### config.mk
export PLATFORM = sky130hd
export DESIGN_NAME = dual_axis_ctrl_sequencer_flat
export DESIGN_NICKNAME = d
export VERILOG_FILES = /design/src/rtl/dual_axis_ctrl_sequencer_if.sv /design/src/rtl/dual_axis_ctrl_sequencer.sv /design/src/flat_wrapper.sv
export SDC_FILE = /design/constraint.sdc
export NUM_CORES = 1
export LEC_CHECK = 0
export ABC_CLOCK_PERIOD_IN_PS = 5550
export CAP_MARGIN = 25
export CORE_MARGIN = 2
export CORE_UTILIZATION = 60
export CTS_CLUSTER_SIZE = 12
export DETAILED_ROUTE_END_ITERATION = 8
export GPL_ROUTABILITY_DRIVEN = 0
export PLACE_DENSITY = 0.81
export SLEW_MARGIN = 10
export SYNTH_ARGS = -nofsm -noshare
export SYNTH_HDL_FRONTEND = slang
export SYNTH_SLANG_ARGS = --single-unit
### constraint.sdc
create_clock -name clock -period 5.55 [get_ports clock]
set_clock_uncertainty 0.05 [all_clocks]
set_input_delay 0.555 -clock clock [delete_from_list [all_inputs] [get_ports clock]]
set_output_delay 0.555 -clock clock [all_outputs]
set_load 0.1 [all_outputs]
### src/rtl/dual_axis_ctrl_sequencer_if.sv
// Position inputs and servo command outputs of the dual-axis LQR sequencer.
// The slave modport is the sequencer side; the master modport drives positions and ticks.
interface dual_axis_ctrl_sequencer_if;
  logic        ctrl_clock;
  logic [11:0] desired_x;
  logic [11:0] actual_x;
  logic [11:0] desired_y;
  logic [11:0] actual_y;
  logic [11:0] angle_x;
  logic [11:0] angle_y;
  logic        valid;
  logic        busy;
  logic        overrun;

  modport master (
    output ctrl_clock, desired_x, actual_x, desired_y, actual_y,
    input  angle_x, angle_y, valid, busy, overrun
  );

  modport slave (
    input  ctrl_clock, desired_x, actual_x, desired_y, actual_y,
    output angle_x, angle_y, valid, busy, overrun
  );
endinterface

### src/rtl/dual_axis_ctrl_sequencer.sv
// Runs the X and Y axis LQR position arithmetic through one shared pipelined multiplier
// and emits both servo angle commands together with a single valid strobe.
module dual_axis_ctrl_sequencer #(
  parameter logic [11:0]        K_POS        = 12'd326,
  parameter logic [11:0]        K_REF        = 12'd326,
  parameter int                 MULT_LAT     = 3,
  parameter logic signed [12:0] ANGLE_OFFSET = 13'sd0
) (
  input logic                          clock,
  input logic                          reset,
  dual_axis_ctrl_sequencer_if.slave    bus
);

  typedef enum logic [1:0] {
    ST_IDLE   = 2'd0,
    ST_ISSUE  = 2'd1,
    ST_DRAIN  = 2'd2,
    ST_OUTPUT = 2'd3
  } state_t;

  state_t      state_r;
  state_t      state_s;

  logic        ctrl_q_r;
  logic        start_s;
  logic [11:0] op_ax_r;
  logic [11:0] op_dx_r;
  logic [11:0] op_ay_r;
  logic [11:0] op_dy_r;
  logic [1:0]  issue_idx_r;

  logic        load_ops_s;
  logic        mul_vld_s;
  logic [11:0] mul_a_s;
  logic [11:0] mul_b_s;
  logic        out_update_s;

  logic [23:0] pipe_prod_r [MULT_LAT];
  logic        pipe_vld_r  [MULT_LAT];
  logic [1:0]  pipe_tag_r  [MULT_LAT];
  logic        tail_vld_s;
  logic [1:0]  tail_tag_s;
  logic [23:0] tail_prod_s;
  logic [23:0] p_r [4];

  logic [11:0] angle_x_s;
  logic [11:0] angle_y_s;
  logic [11:0] angle_x_r;
  logic [11:0] angle_y_r;
  logic        valid_r;
  logic        busy_r;
  logic        overrun_r;

  // Floor of (p_act - p_des) / 4096, re-centred on 2048 plus trim, saturated to 12 bits.
  // The sum is kept 16 bits wide so extreme gains and trims clamp instead of wrapping.
  function automatic logic [11:0] axis_angle(input logic [23:0] p_act, input logic [23:0] p_des);
    logic signed [24:0] diff;
    logic signed [12:0] scaled;
    logic signed [15:0] sum;
    diff   = $signed({1'b0, p_act}) - $signed({1'b0, p_des});
    scaled = $signed(diff[24:12]);
    sum    = $signed({{3{scaled[12]}}, scaled}) + 16'sd2048
           + $signed({{3{ANGLE_OFFSET[12]}}, ANGLE_OFFSET});
    if (sum < 16'sd0) begin
      return 12'd0;
    end else if (sum > 16'sd4095) begin
      return 12'd4095;
    end else begin
      return sum[11:0];
    end
  endfunction

  assign start_s     = bus.ctrl_clock & ~ctrl_q_r;
  assign tail_vld_s  = pipe_vld_r[MULT_LAT-1];
  assign tail_tag_s  = pipe_tag_r[MULT_LAT-1];
  assign tail_prod_s = pipe_prod_r[MULT_LAT-1];

  // State register
  always_ff @(posedge clock) begin
    if (reset) begin
      state_r <= ST_IDLE;
    end else begin
      state_r <= state_s;
    end
  end

  // Next-state logic; DRAIN ends when the tagged product of the last issue leaves the pipe
  always_comb begin
    state_s = state_r;
    case (state_r)
      ST_IDLE: begin
        if (start_s) state_s = ST_ISSUE;
        else         state_s = ST_IDLE;
      end
      ST_ISSUE: begin
        if (issue_idx_r == 2'd3) state_s = ST_DRAIN;
        else                     state_s = ST_ISSUE;
      end
      ST_DRAIN: begin
        if (tail_vld_s && (tail_tag_s == 2'd3)) state_s = ST_OUTPUT;
        else                                    state_s = ST_DRAIN;
      end
      ST_OUTPUT: state_s = ST_IDLE;
      default:   state_s = ST_IDLE;
    endcase
  end

  // Output decode: operand selection per issue slot and the strobes for the datapath
  always_comb begin
    load_ops_s   = 1'b0;
    mul_vld_s    = 1'b0;
    mul_a_s      = 12'd0;
    mul_b_s      = 12'd0;
    out_update_s = 1'b0;
    case (state_r)
      ST_IDLE: load_ops_s = start_s;
      ST_ISSUE: begin
        mul_vld_s = 1'b1;
        case (issue_idx_r)
          2'd0:    begin mul_a_s = op_ax_r; mul_b_s = K_POS; end
          2'd1:    begin mul_a_s = op_dx_r; mul_b_s = K_REF; end
          2'd2:    begin mul_a_s = op_ay_r; mul_b_s = K_POS; end
          2'd3:    begin mul_a_s = op_dy_r; mul_b_s = K_REF; end
          default: begin mul_a_s = 12'd0;   mul_b_s = 12'd0; end
        endcase
      end
      ST_DRAIN:  out_update_s = 1'b0;
      ST_OUTPUT: out_update_s = 1'b1;
      default:   out_update_s = 1'b0;
    endcase
    angle_x_s = axis_angle(p_r[0], p_r[1]);
    angle_y_s = axis_angle(p_r[2], p_r[3]);
  end

  // Shared multiplier: product, valid and issue tag travel together through the stages
  always_ff @(posedge clock) begin
    if (reset) begin
      for (int i = 0; i < MULT_LAT; i++) begin
        pipe_prod_r[i] <= 24'd0;
        pipe_vld_r[i]  <= 1'b0;
        pipe_tag_r[i]  <= 2'd0;
      end
    end else begin
      pipe_prod_r[0] <= {12'd0, mul_a_s} * {12'd0, mul_b_s};
      pipe_vld_r[0]  <= mul_vld_s;
      pipe_tag_r[0]  <= issue_idx_r;
      for (int i = 1; i < MULT_LAT; i++) begin
        pipe_prod_r[i] <= pipe_prod_r[i-1];
        pipe_vld_r[i]  <= pipe_vld_r[i-1];
        pipe_tag_r[i]  <= pipe_tag_r[i-1];
      end
    end
  end

  // Product capture into p0..p3 by tag
  always_ff @(posedge clock) begin
    if (reset) begin
      for (int i = 0; i < 4; i++) begin
        p_r[i] <= 24'd0;
      end
    end else if (tail_vld_s) begin
      p_r[tail_tag_s] <= tail_prod_s;
    end
  end

  // Tick edge detect, operand snapshot, issue counter and registered outputs
  always_ff @(posedge clock) begin
    if (reset) begin
      ctrl_q_r    <= 1'b0;
      op_ax_r     <= 12'd0;
      op_dx_r     <= 12'd0;
      op_ay_r     <= 12'd0;
      op_dy_r     <= 12'd0;
      issue_idx_r <= 2'd0;
      angle_x_r   <= 12'd2048;
      angle_y_r   <= 12'd2048;
      valid_r     <= 1'b0;
      busy_r      <= 1'b0;
      overrun_r   <= 1'b0;
    end else begin
      ctrl_q_r <= bus.ctrl_clock;
      if (load_ops_s) begin
        op_ax_r <= bus.actual_x;
        op_dx_r <= bus.desired_x;
        op_ay_r <= bus.actual_y;
        op_dy_r <= bus.desired_y;
      end
      if (state_r == ST_ISSUE) issue_idx_r <= issue_idx_r + 2'd1;
      else                     issue_idx_r <= 2'd0;
      if (load_ops_s)        busy_r <= 1'b1;
      else if (out_update_s) busy_r <= 1'b0;
      // busy is still set during OUTPUT, so a tick landing there is an overrun too
      if (start_s && busy_r) overrun_r <= 1'b1;
      valid_r <= out_update_s;
      if (out_update_s) begin
        angle_x_r <= angle_x_s;
        angle_y_r <= angle_y_s;
      end
    end
  end

  assign bus.angle_x = angle_x_r;
  assign bus.angle_y = angle_y_r;
  assign bus.valid   = valid_r;
  assign bus.busy    = busy_r;
  assign bus.overrun = overrun_r;

endmodule

### src/flat_wrapper.sv
// flat-port wrapper written by rule: the top's interface ports become plain ports
module dual_axis_ctrl_sequencer_flat 
#(
  parameter logic [11:0]        K_POS        = 12'd326,
  parameter logic [11:0]        K_REF        = 12'd326,
  parameter int                 MULT_LAT     = 3,
  parameter logic signed [12:0] ANGLE_OFFSET = 13'sd0
)
  (clock, reset, bus_ctrl_clock, bus_desired_x, bus_actual_x, bus_desired_y, bus_actual_y, bus_angle_x, bus_angle_y, bus_valid, bus_busy, bus_overrun);
  dual_axis_ctrl_sequencer_if bus_i ();
  input logic clock;
  input logic reset;
  input wire logic [$bits(bus_i.ctrl_clock)-1:0] bus_ctrl_clock;
  input wire logic [$bits(bus_i.desired_x)-1:0] bus_desired_x;
  input wire logic [$bits(bus_i.actual_x)-1:0] bus_actual_x;
  input wire logic [$bits(bus_i.desired_y)-1:0] bus_desired_y;
  input wire logic [$bits(bus_i.actual_y)-1:0] bus_actual_y;
  output wire logic [$bits(bus_i.angle_x)-1:0] bus_angle_x;
  output wire logic [$bits(bus_i.angle_y)-1:0] bus_angle_y;
  output wire logic [$bits(bus_i.valid)-1:0] bus_valid;
  output wire logic [$bits(bus_i.busy)-1:0] bus_busy;
  output wire logic [$bits(bus_i.overrun)-1:0] bus_overrun;
  assign bus_i.ctrl_clock = bus_ctrl_clock;
  assign bus_i.desired_x = bus_desired_x;
  assign bus_i.actual_x = bus_actual_x;
  assign bus_i.desired_y = bus_desired_y;
  assign bus_i.actual_y = bus_actual_y;
  assign bus_angle_x = bus_i.angle_x;
  assign bus_angle_y = bus_i.angle_y;
  assign bus_valid = bus_i.valid;
  assign bus_busy = bus_i.busy;
  assign bus_overrun = bus_i.overrun;
  dual_axis_ctrl_sequencer #(.K_POS(K_POS), .K_REF(K_REF), .MULT_LAT(MULT_LAT), .ANGLE_OFFSET(ANGLE_OFFSET)) u_core (.clock(clock), .reset(reset), .bus(bus_i));
endmodule
After elaboration in Yosys (flattened, before gate mapping)
Memory sizes are Yosys's and may differ from the RTL's.
Cells that the tools add are included.
W data, S select, Z words.
{"block": "totals", "register_bits": 80, "ram_bits": 177, "inputBits": 51, "out_inout_bits": 27, "wordCells": 88, "n_memories": 4}
{"block": "op_classes", "addsub": 5, "multipliers": 1, "order_cmp": 4, "eq_ne": 7, "muxes": 35, "bitwise": 12, "n_reduce_logical": 8}
{"name": "u_core.p_r", "words": 4, "word_bits": 24, "rd": 4, "rd_clocked_by_memory_dff": 0, "write_ports": 4, "line": "dual_axis_ctrl_sequencer.sv:44", "rtl": "logic [23:0] p_r [4];"}
{"name": "u_core.pipe_prod_r", "words": 3, "word_bits": 24, "rd": 3, "rd_clocked_by_memory_dff": 0, "write_ports": 3, "line": "dual_axis_ctrl_sequencer.sv:38", "rtl": "logic [23:0] pipe_prod_r [MULT_LAT];"}
{"name": "u_core.pipe_tag_r", "words": 3, "word_bits": 2, "rd": 3, "rd_clocked_by_memory_dff": 0, "write_ports": 3, "line": "dual_axis_ctrl_sequencer.sv:40", "rtl": "logic [1:0] pipe_tag_r [MULT_LAT];"}
{"name": "u_core.pipe_vld_r", "words": 3, "word_bits": 1, "rd": 3, "rd_clocked_by_memory_dff": 0, "write_ports": 3, "line": "dual_axis_ctrl_sequencer.sv:39", "rtl": "logic pipe_vld_r [MULT_LAT];"}
{"cell": "$mux W24", "count": 4}
{"cell": "$mux W12", "count": 7}
{"cell": "$sub A24 B24 Y25", "count": 2}
{"cell": "$pmux W12 S4", "count": 1}
{"cell": "$gt A16 B13 Y1 const B", "count": 2}
{"cell": "$lt A16 B1 Y1 const B", "count": 2}
{"cell": "$add A13 B13 Y14 const B", "count": 2}
{"cell": "$mul A12 B12 Y24", "count": 1}
{"cell": "$reduce_or A24 Y1", "count": 1}
{"cell": "$mux W1", "count": 17}
{"cell": "$eq A2 B2 Y1 const B", "count": 5}
{"cell": "$mux W2", "count": 5}
{"cell": "$or A1 B1 Y1", "count": 9}
{"cell": "$pmux W2 S4", "count": 1}
{"cell": "$eq A2 B1 Y1 const B", "count": 2}
{"cell": "$logic_not A2 Y1", "count": 2}
{"cell": "$reduce_or A4 Y1", "count": 1}
{"cell": "$add A2 B1 Y2 const B", "count": 1}
{"cell": "$logic_and A1 B1 Y1", "count": 2}
{"cell": "$not A1 Y1", "count": 2}
{"cell": "$reduce_bool A2 Y1", "count": 1}
{"cell": "$reduce_or A2 Y1", "count": 1}
{"cell": "$and A1 B1 Y1", "count": 1}

Longest topological paths before layout
Gate-level depths: netlist of the first run.
{"block": "logic_depth", "depth_word": 6, "depth_mapped": 22, "mapped_depth_nobuf": 21}

Least setup slack after synthesis of the first run
Ideal clock, no wire load.
{"block": "synth_path", "path_kind": "reg-to-reg", "from": "register u_core.issue_idx_r[1]", "to": "memory u_core.pipe_prod_r[0][16]", "setup_ns": 0.128, "t_arrival_ns": 4.432, "required_ns": 5.372, "setup_slack_ns": 0.940, "stages_incl_launch_ff": 21, "path_buffers": 1, "synth_period_minus_slack_ns": 4.610, "cell_sequence": "dfxtp_1 inv_1 ha_1 clkbuf_1 a222oi_1 nor2_1 a21oi_1 nor2_1 ha_1 ha_1 inv_1 fa_1 fa_1 inv_1 ha_1 or3_1 nand3_1 nor2_1 or3_1 xnor2_1 nor2_1"}
{"item": "from (decl)", "line": "dual_axis_ctrl_sequencer.sv:30", "rtl": "logic [1:0] issue_idx_r;"}
{"item": "from (signal assigned)", "line": "dual_axis_ctrl_sequencer.sv:188", "rtl": "if (state_r == ST_ISSUE) issue_idx_r <= issue_idx_r + 2'd1;"}
{"item": "to (decl)", "line": "dual_axis_ctrl_sequencer.sv:38"}

==> flow_summary.json, run 1 <==
{
  "setup_viol": 0,
  "fin_cells": 1527,
  "hold_class": "reg2reg",
  "crit_fanout": 12,
  "worstHoldStart": "u_core.pipe_prod_r[0][40]",
  "p_sw_mw": 0.861,
  "post-dp-hpwl_mm": 16.5,
  "arrival_ns": 5.34,
  "antenna_cells": 0,
  "worstMarginPinSlew_ns": 0.978,
  "pwr-share-clk_pct": 41.8,
  "final_cell_mix": "dfxtp_1 (152), nand2_1 (134), ha_1 (124)",
  "final_nets": 1434,
  "grt_pass1_wl_mm": 37.8,
  "cap_viol_max_count": 0,
  "max-vdd-ir-drop_v": 0.000218,
  "leakagePower_nw": 5.86,
  "rsz0062_at_grt": "false",
  "cts_tree": "done",
  "dp_cells": 1482,
  "drc": 0,
  "core-area_mm2": 0.0194,
  "area_delta_synth_final_pct": 15.3,
  "fmax_ghz": 0.199,
  "antenna_found_initial": 0,
  "grt_pass1_vias": 8058,
  "yosysSeqAreaShare_pct": 47.0,
  "pin_count": 78,
  "finalCriticalPeriod_ns": 5.03,
  "synth-edff-count": 84,
  "grt_util_all_layers_pct": 22.4,
  "r2r-start": "u_core.issue_idx_r[0]",
  "wl_met1_mm": 9.90,
  "syn_inst": 1178,
  "viasPerCell": 5.46,
  "multi_input_area_mm2": 0.00575,
  "topRoutingLayerUsed": "met4",
  "layout_commonest_cell": "dfxtp_1",
  "synth_largest_area_cell": "dfxtp_1",
  "status": "finished, final reports clean",
  "synth_top_area_share_pct": 25.7,
  "rows": 51,
  "grt.overflow.total": 0,
  "wire_per_inst_um": 14.9,
  "drt-pass1-iter-count": 8,
  "grt_max_degree": 97,
  "portBuffers": 77,
  "syn_area_mm2": 0.0118,
  "async_reset_ff_share_pct": 0,
  "r2r_slack_ns": 0.52,
  "p_sw_share_pct": 22.5,
  "p_comb_share_pct": 9.4,
  "syn_nets": 1367,
  "rr_endpoint": "u_core.pipe_prod_r[0][20]",
  "utilization_pct": 70.4,
  "cts_resized": 0,
  "num-fill-cells": 1466,
  "clockBufferDepth": 3,
  "critPathLaunchType": "register",
  "dpl_cell_area_mm2": 0.0128,
  "critPathRequiredTime_ns": 5.85,
  "synth_area_leaders": "dfxtp_1 (26%), edfxtp_1 (21%), ha_1 (13%), and2_1 (4.8%), nand2_1 (4.2%)",
  "seqPwrFrac_pct": 48.8,
  "ctsRootBufferMaster": "clkbuf_16",
  "post_cts_buffers": 0,
  "vias": 8339,
  "die_x_um": 144,
  "min_path_cells": 1,
  "wl_mm": 22.7,
  "start_util_pct": 61.0,
  "finalHoldViolCount": 0,
  "postRouteAntennaNets": 0,
  "clock-sinks": 236,
  "htree_levels": 1,
  "drv_slew": 0,
  "cp-end-kind": "register",
  "clk_latency_ns": 0.50,
  "final_layout_size_suffix_gt1_share_pct": 5.55,
  "p_int_mw": 2.97,
  "avgSynthCellArea_um2": 10.0,
  "drtIter0Drc": 491,
  "cts.clk_slew.worst_paths_ns": 0.06,
  "met2_length_mm": 11.3,
  "power.total_mw": 3.83,
  "worstSetupPathType": "reg2reg",
  "hold_buffers": 0,
  "synth.ff_latch_count": 236,
  "dieHeight_um": 144,
  "wl_met3_mm": 1.18,
  "min_period_over_period_pct": 90.7,
  "seqCellArea_mm2": 0.00557,
  "ff2ff_path_depth": 21,
  "power_density_mw_per_mm2": 281,
  "synth_flop_cell": "dfxtp_1",
  "design_area_mm2": 0.0136,
  "worstHoldEndpoint": "u_core.pipe_prod_r[0][64]",
  "timing.slew.headroom_pct": 34.6,
  "ys_warn_count": 0,
  "fin_setup_tns_ns": 0,
  "die-area_mm2": 0.0209,
  "numCtsBuffers": 25,
  "ys_types": 69
}
## synthesized netlist by cell type, types with 4 or more instances
| library cell | count |
|---|---|
| a21o_1 | 13 |
| or2_2 | 5 |
| edfxtp_1 | 84 |
| o211ai_1 | 9 |
| and3_1 | 5 |
| ha_1 | 124 |
| fa_1 | 14 |
| a21oi_1 | 98 |
| xnor2_1 | 16 |
| a22o_1 | 9 |
| nor2_1 | 57 |
| nand3_1 | 10 |
| buf_1 | 5 |
| nor3b_1 | 4 |
| o21bai_1 | 5 |
| nand2b_1 | 8 |
| or3_1 | 7 |
| dfxtp_1 | 152 |
| o21ai_0 | 17 |
| xor2_1 | 15 |
| a221o_1 | 4 |
| nand4_1 | 4 |
| nor3_1 | 12 |
| nor2b_1 | 59 |
| inv_1 | 95 |
| a31oi_1 | 5 |
| nand2_1 | 134 |
| and2_1 | 91 |
| clkbuf_1 | 41 |
| a222oi_1 | 12 |
| o21ai_1 | 8 |
## routing by layer
layer / GRT usage, % / vias up
met5: 0 / -
met4: 5.67 / 0
met3: 3.25 / 38
met2: 40.0 / 213
met1: 28.7 / 3911
li1: - / 4177
## per-stage QoR
step | hold WS (ns) | setup WS [ns]
2_1_floorplan | 0.364 | 0.940
3_3_place_gp | 0.367 | 0.755
3_5_place_dp | 0.370 | 0.606
4_1_cts | 0.382 | 0.526
5_1_grt | 0.395 | 0.0668
6_report | 0.380 | 0.517
## flip-flops by register name, indices dropped and copies added (netlist names)
register / count
u_core.p_r: 84
u_core.pipe_prod_r: 63
u_core.bus.angle_x: 12
u_core.bus.angle_y: 12
u_core.op_ax_r: 12
u_core.op_ay_r: 12
u_core.op_dx_r: 12
u_core.op_dy_r: 12
u_core.pipe_tag_r: 6
u_core.pipe_vld_r: 3
u_core.issue_idx_r: 2
u_core.state_r: 2
u_core.bus.busy: 1
u_core.bus.overrun: 1
u_core.bus.valid: 1
u_core.ctrl_q_r: 1
## how the worst max path moves through the flow
stage                          start                   endpoint  slack [ns]
4_1_cts        u_core.issue_idx_r[1]  u_core.pipe_prod_r[0][20]        0.53
6_report       u_core.issue_idx_r[0]  u_core.pipe_prod_r[0][20]        0.52
3_5_place_dp   u_core.issue_idx_r[1]  u_core.pipe_prod_r[0][20]        0.61
2_1_floorplan  u_core.issue_idx_r[1]  u_core.pipe_prod_r[0][16]        0.94
3_3_place_gp   u_core.issue_idx_r[1]  u_core.pipe_prod_r[0][20]        0.75
5_1_grt        u_core.issue_idx_r[0]  u_core.pipe_prod_r[0][20]        0.07
## layout make-up
type / instances / area share (%)
multi-input cells: 800 / 42.1
repair buffers: 86 / 6.23
clock buffers: 40 / 5.31
inverters: 96 / 2.64
clock inverters: 4 / 0.513
flip-flops and latches: 236 / 40.8
well taps: 265 / 2.43
## cell families (layout without fill, tap and decap cells)
group | count (synthesis) | in the layout | synth area share, %
flip-flops | 236 | 236 | 47.0
adder cells (fa/ha/maj) | 140 | 140 | 15.7
AND/OR/NAND/NOR | 405 | 405 | 17.4
XOR/XNOR | 31 | 31 | 2.29
multiplexers | 1 | 1 | 0.0951
buffers and inverters | 142 | 226 | 4.50
AO/OA/AOI/OAI | 223 | 223 | 13.0
## worst max-delay path, stage by stage (launching register included)
cell	delay, ns
dfxtp_1	0.38
inv_1	0.10
ha_1	0.36
a222oi_1	0.36
nor2_1	0.09
a21oi_1	0.14
nor2_1	0.11
ha_1	0.35
ha_1	0.30
ha_1	0.29
inv_1	0.06
fa_1	0.53
inv_1	0.04
ha_1	0.36
nand3_1	0.12
o2111ai_1	0.25
nand3_1	0.19
o2111ai_1	0.23
o311ai_1	0.16
o21ai_1	0.19
xor2_1	0.16
nor2_1	0.06
## power groups by stage
stage | combinational [mW] | clock [mW] | sequential [mW]
6_report | 0.359 | 1.60 | 1.87
5_1_grt | 0.402 | 1.70 | 1.87
4_1_cts | 0.357 | 1.63 | 1.87
3_5_place_dp | 0.353 | 0 | 1.91
3_3_place_gp | 0.343 | 0 | 1.91
2_1_floorplan | 0.250 | 0 | 1.90
Power figures use the tool's default switching activity.
==> run 2, diff against run 1 <==
--- a/config.mk
+++ b/config.mk
@@ -6,7 +6,6 @@
 export NUM_CORES = 1
 export LEC_CHECK = 0
 export ABC_CLOCK_PERIOD_IN_PS = 5550
-export CAP_MARGIN = 25
 export CORE_MARGIN = 2
 export CORE_UTILIZATION = 60
 export CTS_CLUSTER_SIZE = 12
@@ -17,3 +16,4 @@
 export SYNTH_ARGS = -nofsm -noshare
 export SYNTH_HDL_FRONTEND = slang
 export SYNTH_SLANG_ARGS = --single-unit
+export TNS_END_PERCENT = 20
==> run 2 against run 1 <==
Compared with the run above:
- fmax grew 0.16%
- clock-buffer cell count is 1 lower
- via count down 1.1%
- register-to-register slack about the same
- combinational power down 1%
- clock power shrank 6%
- final area fell by 0.62%
- wire length down 2.8%
==> flow_summary.json, run 2 (synthesis gave the netlist of run 1 again) <==
{
  "dieHeight_um": 144,
  "worstMarginPinSlew_ns": 1.19,
  "antenna_cells": 0,
  "post-dp-hpwl_mm": 16.3,
  "min_period_over_period_pct": 90.5,
  "final_nets": 1431,
  "die_x_um": 144,
  "top_register": "u_core.p_r",
  "wire_per_inst_um": 14.5,
  "rsz0062_at_grt": "false",
  "grt_max_degree": 97,
  "p_sw_share_pct": 23.0,
  "pin_count": 78,
  "post_cts_buffers": 0,
  "drc": 0,
  "start_util_pct": 61.0,
  "clk_latency_ns": 0.51,
  "p_int_mw": 2.88,
  "cts.clk_slew.worst_paths_ns": 0.06,
  "postRouteAntennaNets": 0,
  "grt.overflow.total": 0,
  "htree_levels": 1,
  "vias": 8248,
  "finalCriticalPeriod_ns": 5.03,
  "cts_tree": "done",
  "crit_fanout": 12,
  "rr_endpoint": "u_core.pipe_prod_r[0][20]",
  "pwr-share-clk_pct": 40.5,
  "layout_commonest_cell": "dfxtp_1",
  "holdWs_ns": 0.379,
  "portBuffers": 77,
  "grt_pass1_wl_mm": 37.2,
  "timing.slew.headroom_pct": 20.2,
  "clockBufferDepth": 3,
  "leakagePower_nw": 5.81,
  "p_sw_mw": 0.860,
  "min_path_cells": 1,
  "critPathRequiredTime_ns": 5.87,
  "max-vdd-ir-drop_v": 0.000203,
  "crit_start": "u_core.issue_idx_r[0]",
  "seqPwrFrac_pct": 50.1,
  "cap_viol_max_count": 0,
  "clock-sinks": 236,
  "r2r-start": "u_core.issue_idx_r[0]",
  "final_cell_mix": "dfxtp_1 (152), nand2_1 (134), ha_1 (124)",
  "hold_buffers": 0,
  "arrival_ns": 5.34,
  "viasPerCell": 5.42,
  "ff2ff_path_depth": 21,
  "wl_mm": 22.1,
  "antenna_found_initial": 1,
  "cp-end-kind": "register",
  "die-area_mm2": 0.0209,
  "crit_end": "u_core.pipe_prod_r[0][20]",
  "core-area_mm2": 0.0194,
  "grt_pass1_vias": 7922,
  "critPathLaunchType": "register",
  "num-fill-cells": 1495,
  "fmax_ghz": 0.199,
  "largest_reg_flops": 84,
  "final_layout_size_suffix_gt1_share_pct": 5.25,
  "finalHoldViolCount": 0,
  "p_comb_share_pct": 9.5,
  "cts_resized": 0,
  "setup_viol": 0,
  "largestRegisters": "u_core.p_r x84, u_core.pipe_prod_r x63",
  "numCtsBuffers": 25,
  "fin_setup_tns_ns": 0,
  "r2r_slack_ns": 0.52,
  "power_density_mw_per_mm2": 276,
  "worstSetupPathType": "reg2reg",
  "ctsRootBufferMaster": "clkbuf_16",
  "rows": 51,
  "area_delta_synth_final_pct": 14.6,
  "drt-pass1-iter-count": 9,
  "hold_class": "reg2reg",
  "drtIter0Drc": 405,
  "status": "finished, final reports clean",
  "grt_util_all_layers_pct": 22.2,
  "drv_slew": 0
}
==> run 2: worst min-delay path by stage <==
stage | end | slack, ns | start
after global routing | u_core.pipe_prod_r[0][34] | 0.39 | u_core.pipe_prod_r[0][10]
after floorplan | u_core.pipe_prod_r[0][25] | 0.36 | u_core.pipe_prod_r[0][1]
after global placement | u_core.pipe_prod_r[0][65] | 0.37 | u_core.pipe_prod_r[0][41]
after CTS | u_core.bus.overrun | 0.38 | reset
final | u_core.pipe_prod_r[0][66] | 0.38 | u_core.pipe_prod_r[0][42]
after detailed placement | u_core.pipe_prod_r[0][38] | 0.37 | u_core.pipe_prod_r[0][14]
==> run 2: per-layer routing <==
metal | global-route usage [%] | part of all wire, % | vias to the layer above | routed length [um]
li1 | - | - | 4172 | -
met5 | 0 | 0 | - | 0
met4 | 6.64 | 2.5 | 0 | 552
met1 | 28.2 | 44 | 3851 | 9710
met3 | 3.61 | 5.0 | 45 | 1100
met2 | 39.0 | 49 | 180 | 10700
==> run 2: area by class of cell <==
| class | instances | area [um2] | share of cell area [%] |
|---|---|---|---|
| Clock buffer | 39 | 722 | 5.32 |
| Clock inverter | 4 | 25.0 | 0.184 |
| Inverter | 96 | 360 | 2.66 |
| Multi-Input combinational cell | 800 | 5750 | 42.4 |
| Sequential cell | 236 | 5570 | 41.0 |
| Tap cell | 265 | 332 | 2.44 |
| Timing Repair Buffer | 83 | 813 | 6.00 |
==> run 2: worst max-delay path, cell delays in order (launching register included) <==
cell and delay (ns):
dfxtp_1 0.38, inv_1 0.10, ha_1 0.34, a222oi_1 0.39, nor2_1 0.07, a21oi_1 0.13
nor2_1 0.11, ha_1 0.35, ha_1 0.30, ha_1 0.29, inv_1 0.06, fa_1 0.53
inv_1 0.04, ha_1 0.36, nand3_1 0.12, o2111ai_1 0.25, nand3_1 0.19, o2111ai_1 0.23
o311ai_1 0.17, o21ai_1 0.20, xor2_1 0.16, nor2_1 0.05
==> run 2: power groups by stage <==
stage	sequential, mW	clock, mW	combinational, mW
final	1.87	1.51	0.354
after floorplan	1.90	0	0.250
after global routing	1.87	1.61	0.398
after detailed placement	1.91	0	0.350
after global placement	1.91	0	0.343
after CTS	1.87	1.54	0.354
==> run 2: through the flow <==
stage / util (%) / worst slack, ns / instance area (um2) / cells / power (mW)
CTS: 69.9 / 0.536 / 13600 / 1523 / 3.77
floorplan: - / 0.940 / 11800 / 1178 / 2.15
finish: 69.9 / 0.525 / 13600 / 1523 / 3.74
global placement: 66.1 / 0.755 / 12800 / 1480 / 2.25
global route: 69.9 / 0.0696 / 13600 / 1523 / 3.89
detailed placement: 66.1 / 0.569 / 12800 / 1480 / 2.26
